## config.mk

```make
export PLATFORM = sky130hd
export DESIGN_NAME = uart_rx
export DESIGN_NICKNAME = d
export VERILOG_FILES = /design/src/rtl/uart_rx.sv
export SDC_FILE = /design/constraint.sdc
export NUM_CORES = 1
export LEC_CHECK = 0
export BUFFER_PORTS_ARGS = -buffer_cell sky130_fd_sc_hd__buf_2
export CAP_MARGIN = 20
export CORE_ASPECT_RATIO = 0.6
export CORE_MARGIN = 2
export CORE_UTILIZATION = 30
export CTS_BUF_LIST = sky130_fd_sc_hd__clkbuf_8
export DETAILED_ROUTE_END_ITERATION = 10
export PLACE_DENSITY = 0.5
export SETUP_SLACK_MARGIN = 0.4
export SYNTH_ARGS = -nofsm -noshare
export SYNTH_HDL_FRONTEND = slang
export SYNTH_SLANG_ARGS = --single-unit
export TNS_END_PERCENT = 20
```

## constraint.sdc

```tcl
create_clock -name clk -period 3.7 [get_ports clk]
set_clock_uncertainty 0.15 [all_clocks]
set_input_delay 0.555 -clock clk [delete_from_list [all_inputs] [get_ports clk]]
set_output_delay 0.555 -clock clk [all_outputs]
set_load 0.02 [all_outputs]
```

## src/rtl/uart_rx.sv

```systemverilog
// UART receiver, 8N1-style, driven by a 16x oversampling baud tick.
// Samples each bit at its midpoint and emits one-clock done / framing-error strobes.
module uart_rx #(
    parameter int DATA_BITS = 8
) (
    input  logic                 clk,
    input  logic                 rst_n,
    input  logic                 b_tick,
    input  logic                 rx,
    output logic [DATA_BITS-1:0] rx_data,
    output logic                 rx_done,
    output logic                 frame_err,
    output logic                 rx_busy
);

    typedef enum logic [2:0] {
        S_IDLE,
        S_START,
        S_DATA,
        S_STOP,
        S_BREAK
    } state_e;

    state_e               state_q;
    logic                 rx_meta_q, rx_s_q;
    logic [3:0]           tick_q;
    logic [3:0]           tick_d;
    logic [2:0]           bit_q;
    logic [DATA_BITS-1:0] shreg_q, data_q;
    logic                 done_q, ferr_q, busy_q;

    assign tick_d    = tick_q + 4'd1;
    assign rx_data   = data_q;
    assign rx_done   = done_q;
    assign frame_err = ferr_q;
    assign rx_busy   = busy_q;

    // Sync flops reset high so a reset never looks like a start edge.
    always_ff @(posedge clk or negedge rst_n) begin
        if (!rst_n) begin
            rx_meta_q <= 1'b1;
            rx_s_q    <= 1'b1;
        end else begin
            rx_meta_q <= rx;
            rx_s_q    <= rx_meta_q;
        end
    end

    always_ff @(posedge clk or negedge rst_n) begin
        if (!rst_n) begin
            state_q <= S_IDLE;
            tick_q  <= '0;
            bit_q   <= '0;
            shreg_q <= '0;
            data_q  <= '0;
            done_q  <= 1'b0;
            ferr_q  <= 1'b0;
            busy_q  <= 1'b0;
        end else begin
            done_q <= 1'b0;
            ferr_q <= 1'b0;
            if (b_tick) begin
                case (state_q)
                    S_IDLE: begin
                        if (!rx_s_q) begin
                            state_q <= S_START;
                            tick_q  <= '0;
                            busy_q  <= 1'b1;
                        end
                    end
                    S_START: begin
                        if (tick_q == 4'd7) begin
                            tick_q <= '0;
                            if (!rx_s_q) begin
                                state_q <= S_DATA;
                                bit_q   <= '0;
                            end else begin
                                state_q <= S_IDLE;
                                busy_q  <= 1'b0;
                            end
                        end else begin
                            tick_q <= tick_d;
                        end
                    end
                    S_DATA: begin
                        if (tick_q == 4'd15) begin
                            tick_q  <= '0;
                            shreg_q <= {rx_s_q, shreg_q[DATA_BITS-1:1]};
                            if (bit_q == 3'(DATA_BITS - 1)) state_q <= S_STOP;
                            else                            bit_q   <= bit_q + 3'd1;
                        end else begin
                            tick_q <= tick_d;
                        end
                    end
                    S_STOP: begin
                        // Leaving at mid stop bit leaves half a bit to catch a back-to-back start.
                        if (tick_q == 4'd15) begin
                            tick_q <= '0;
                            busy_q <= 1'b0;
                            if (rx_s_q) begin
                                data_q  <= shreg_q;
                                done_q  <= 1'b1;
                                state_q <= S_IDLE;
                            end else begin
                                ferr_q  <= 1'b1;
                                state_q <= S_BREAK;
                            end
                        end else begin
                            tick_q <= tick_d;
                        end
                    end
                    S_BREAK: begin
                        if (rx_s_q) begin
                            state_q <= S_IDLE;
                            tick_q  <= '0;
                        end
                    end
                    default: begin
                        state_q <= S_IDLE;
                        busy_q  <= 1'b0;
                    end
                endcase
            end
        end
    end

endmodule

```

==> flow_summary.yaml <==
cells_and_area:
  fillers: 485
  num_antenna_cells: 0
  fin_util: 0.3563
  areaGrowthSynthToFinish_pct: 12.36
  mostFrequentLayoutCells: "29 x dfrtp_1, 17 x mux2_2, 14 x buf_2"
  final_common_cell: "dfrtp_1"
  drive_gt1_frac: 0.3358
  nets: 140
clock_tree:
  cts_root_buffer: "clkbuf_8"
  path_clk_slew_ns: 0.07
  cts_sinks: 31
  cts_made_buffers: 5
  cts_setup_buffers: 0
  cts_resized: 0
  cts_tree: "built"
  clk_latency_ns: 0.28
  htree_levels: 2
  holdBufCountCts: 0
  clk_path_buf_depth: 2
route:
  wl_per_cell_microns: 13.02
  wl_met3_microns: 131
  ant_nets: 0
  firstDrtPassIters: 4
  routed_via_density: 4.904
  drt_wl_total_microns: 2565
  met2WireLength_microns: 1040
  dr_total_vias: 966
  dr.max_layer_used: "met4"
  routedLengthMet1_microns: 1340
  drt_iter0_drc: 58
  drc: 0
sta:
  fin_ws_ns: 1.589
  hold_violations: 0
  setup_viol: 0
  final.period_utilization: 0.5705
  rsz0062_at_grt: "false"
  worst_slew_pin_slew_ns: 0.6638
  max_clock_freq_ghz: 0.4737
  final.min_clock_period_ns: 2.111
  final_max_slew_viol_count: 0
  tns_ns: 0
  maxSlewHeadroom: 0.5575
global_routing:
  grt_overflow_total: 0
  grt_pass1_vias: 938
  grt_pass1_wl_microns: 4464
  grt_util_all_layers: 0.1077
  grt_max_degree: 32
  antenna_found_initial: 0
worst_setup_path:
  cp-endpoint: "rx_data[6]"
  endpoint_kind: "register"
  path_cells: "ha_1 -> nand4_4 -> nor3_4 -> mux2_2"
  setup.reg_to_reg.worst_slack_ns: 1.59
  max_stage_delay_ns: 0.50
  r2r_cells: 4
  start_kind: "register"
  cp_data_required_time_ns: 3.71
  r2r-start: "tick_q[0]"
  setup.worst_path.class: "register to register"
  rr_endpoint: "rx_data[6]"
  critical_path.max_fanout: 9
  cp-startpoint: "tick_q[0]"
  cp_data_arrival_time_ns: 2.12
  crit_path_top_delay_cell: "nor3_4"
power_and_ir_drop:
  p_per_area_mw_per_mm2: 529.8
  clkPwrFrac: 0.300
  p_sw_frac: 0.3186
  switchingPower_mw: 0.2802
  p_int_mw: 0.5994
  comb_power_share: 0.187
  max-vdd-ir-drop_uv: 168.9
  power_frac_seq: 0.513
  power_mw: 0.8796
  power_leakage_nw: 0.7984
placement:
  port_buffers: 14
  pre_cts_ws_ns: 1.507
  gp_congestion: 0.8448
  dpl.hpwl_microns: 1804
synthesis:
  postSynthCellCount: 120
  synth_area_sq_mm: 0.001478
  yosysWarnings: 0
  synth_area_per_cell_sq_um: 12.31
  ys_seq_elements: 31
  synth_nets: 127
  synth_cell_types: 36
  ys_seq_area_frac: 0.5267
die:
  die_x_microns: 94.61
  start_util: 0.3171
  io-pin-count: 15
  die_area_sq_mm: 0.005521
  core_area_sq_mm: 0.004659
  die_h_microns: 58.36
  rows: 19
outcome:
  status: "finished, final reports clean"
flow_run:
  max-cap-violations: 0
min_path:
  hp-class: "primary input to asynchronous set/reset pin"
through the flow:
stage / cell area (sq um) / std cells / hold WS (ns)
2_1_floorplan: 1478 / 120 / 0.1094
3_3_place_gp: 1569 / 189 / 0.1994
3_5_place_dp: 1569 / 189 / 0.1999
4_1_cts: 1660 / 197 / 0.1878
5_1_grt: 1660 / 197 / 0.2096
6_report: 1660 / 197 / 0.1626
worst max-delay path, delay by kind of cell (launching register included):
family | cells | cell delay (ns)
mux | 1 | 0.39
fa+ha+maj | 1 | 0.31
simple gates | 2 | 0.73
flops | 1 | 0.41
final cells by class:
type | count | area, sq um | area share
repair buffers | 14 | 70.07 | 0.04220
well taps | 63 | 78.83 | 0.04748
clock inverters | 2 | 8.758 | 0.005275
flip-flops and latches | 31 | 778.2 | 0.4687
clock buffers | 6 | 82.58 | 0.04974
multi-input cells | 78 | 630.6 | 0.3798
inverters | 3 | 11.26 | 0.006782
cell families (layout without fill, tap and decap cells):
group                    count (synthesis)  in the layout  synth area share
XOR/XNOR                                 2              2           0.01186
adder cells (fa/ha/maj)                  3              3           0.02540
flip-flops                              31             31            0.5267
AO/OA/AOI/OAI                           22             22            0.1092
multiplexers                            18             18            0.1363
AND/OR/NAND/NOR                         33             33            0.1440
buffers and inverters                   11             25           0.04656
power groups by stage:
stage	Sequential, mW	Clock [mW]	Combinational [mW]
after floorplan	0.411	0	0.185
after global placement	0.455	0	0.162
after detailed placement	0.455	0	0.168
after CTS	0.451	0.276	0.167
after global routing	0.462	0.295	0.185
final	0.451	0.264	0.164
worst min-delay path by stage:
stage                 endpoint  slack (ns)  cells after the start       from
floorplan             bit_q[0]        0.11                      0      rst_n
global placement        rx_s_q        0.20                      0  rx_meta_q
detailed placement      rx_s_q        0.20                      0  rx_meta_q
CTS                 rx_data[5]        0.19                      1      rst_n
global route            rx_s_q        0.21                      0  rx_meta_q
finish              rx_data[2]        0.16                      1      rst_n
cell usage after synthesis:
master,number,area [sq um]
dfrtp_1,29,725.7
mux2_2,17,191.4
nand2_1,7,26.28
nand3_1,6,30.03
nor2_1,6,22.52
a22o_1,5,43.79
nor3b_1,4,30.03
o21ai_0,4,20.02
buf_2,3,15.01
buf_6,3,33.78
ha_1,3,37.54
inv_1,3,11.26
a31oi_1,2,12.51
dfstp_2,2,52.55
nor3_1,2,10.01
nor3_4,2,32.53
o211ai_1,2,15.01
xnor2_1,2,17.52
a21bo_2,1,10.01
a21o_1,1,7.510
a21oi_1,1,5.000
a311oi_1,1,8.760
a31o_1,1,8.760
clkbuf_1,1,3.750
clkbuf_2,1,5.000
mux2i_1,1,10.01
nand2b_1,1,6.260
nand4_1,1,6.260
nand4_4,1,21.27
nor2b_1,1,6.260
nor4_2,1,12.51
nor4b_1,1,8.760
o21bai_1,1,7.510
o22ai_1,1,6.260
o311ai_0,1,8.760
o31ai_1,1,7.510
layer usage:
layer	vias up	global-route usage
met4	0	0.05176
met5	-	0
li1	463	-
met1	479	0.1554
met3	5	0.03585
met2	19	0.1449
state kept, by name (all words and copies together) (netlist names), 3 cells and up:
register and cells:
rx_data 8, shreg_q 8, tick_q 4, bit_q 3, state_q 3
Note: power is estimated with default switching activity, not from simulation.
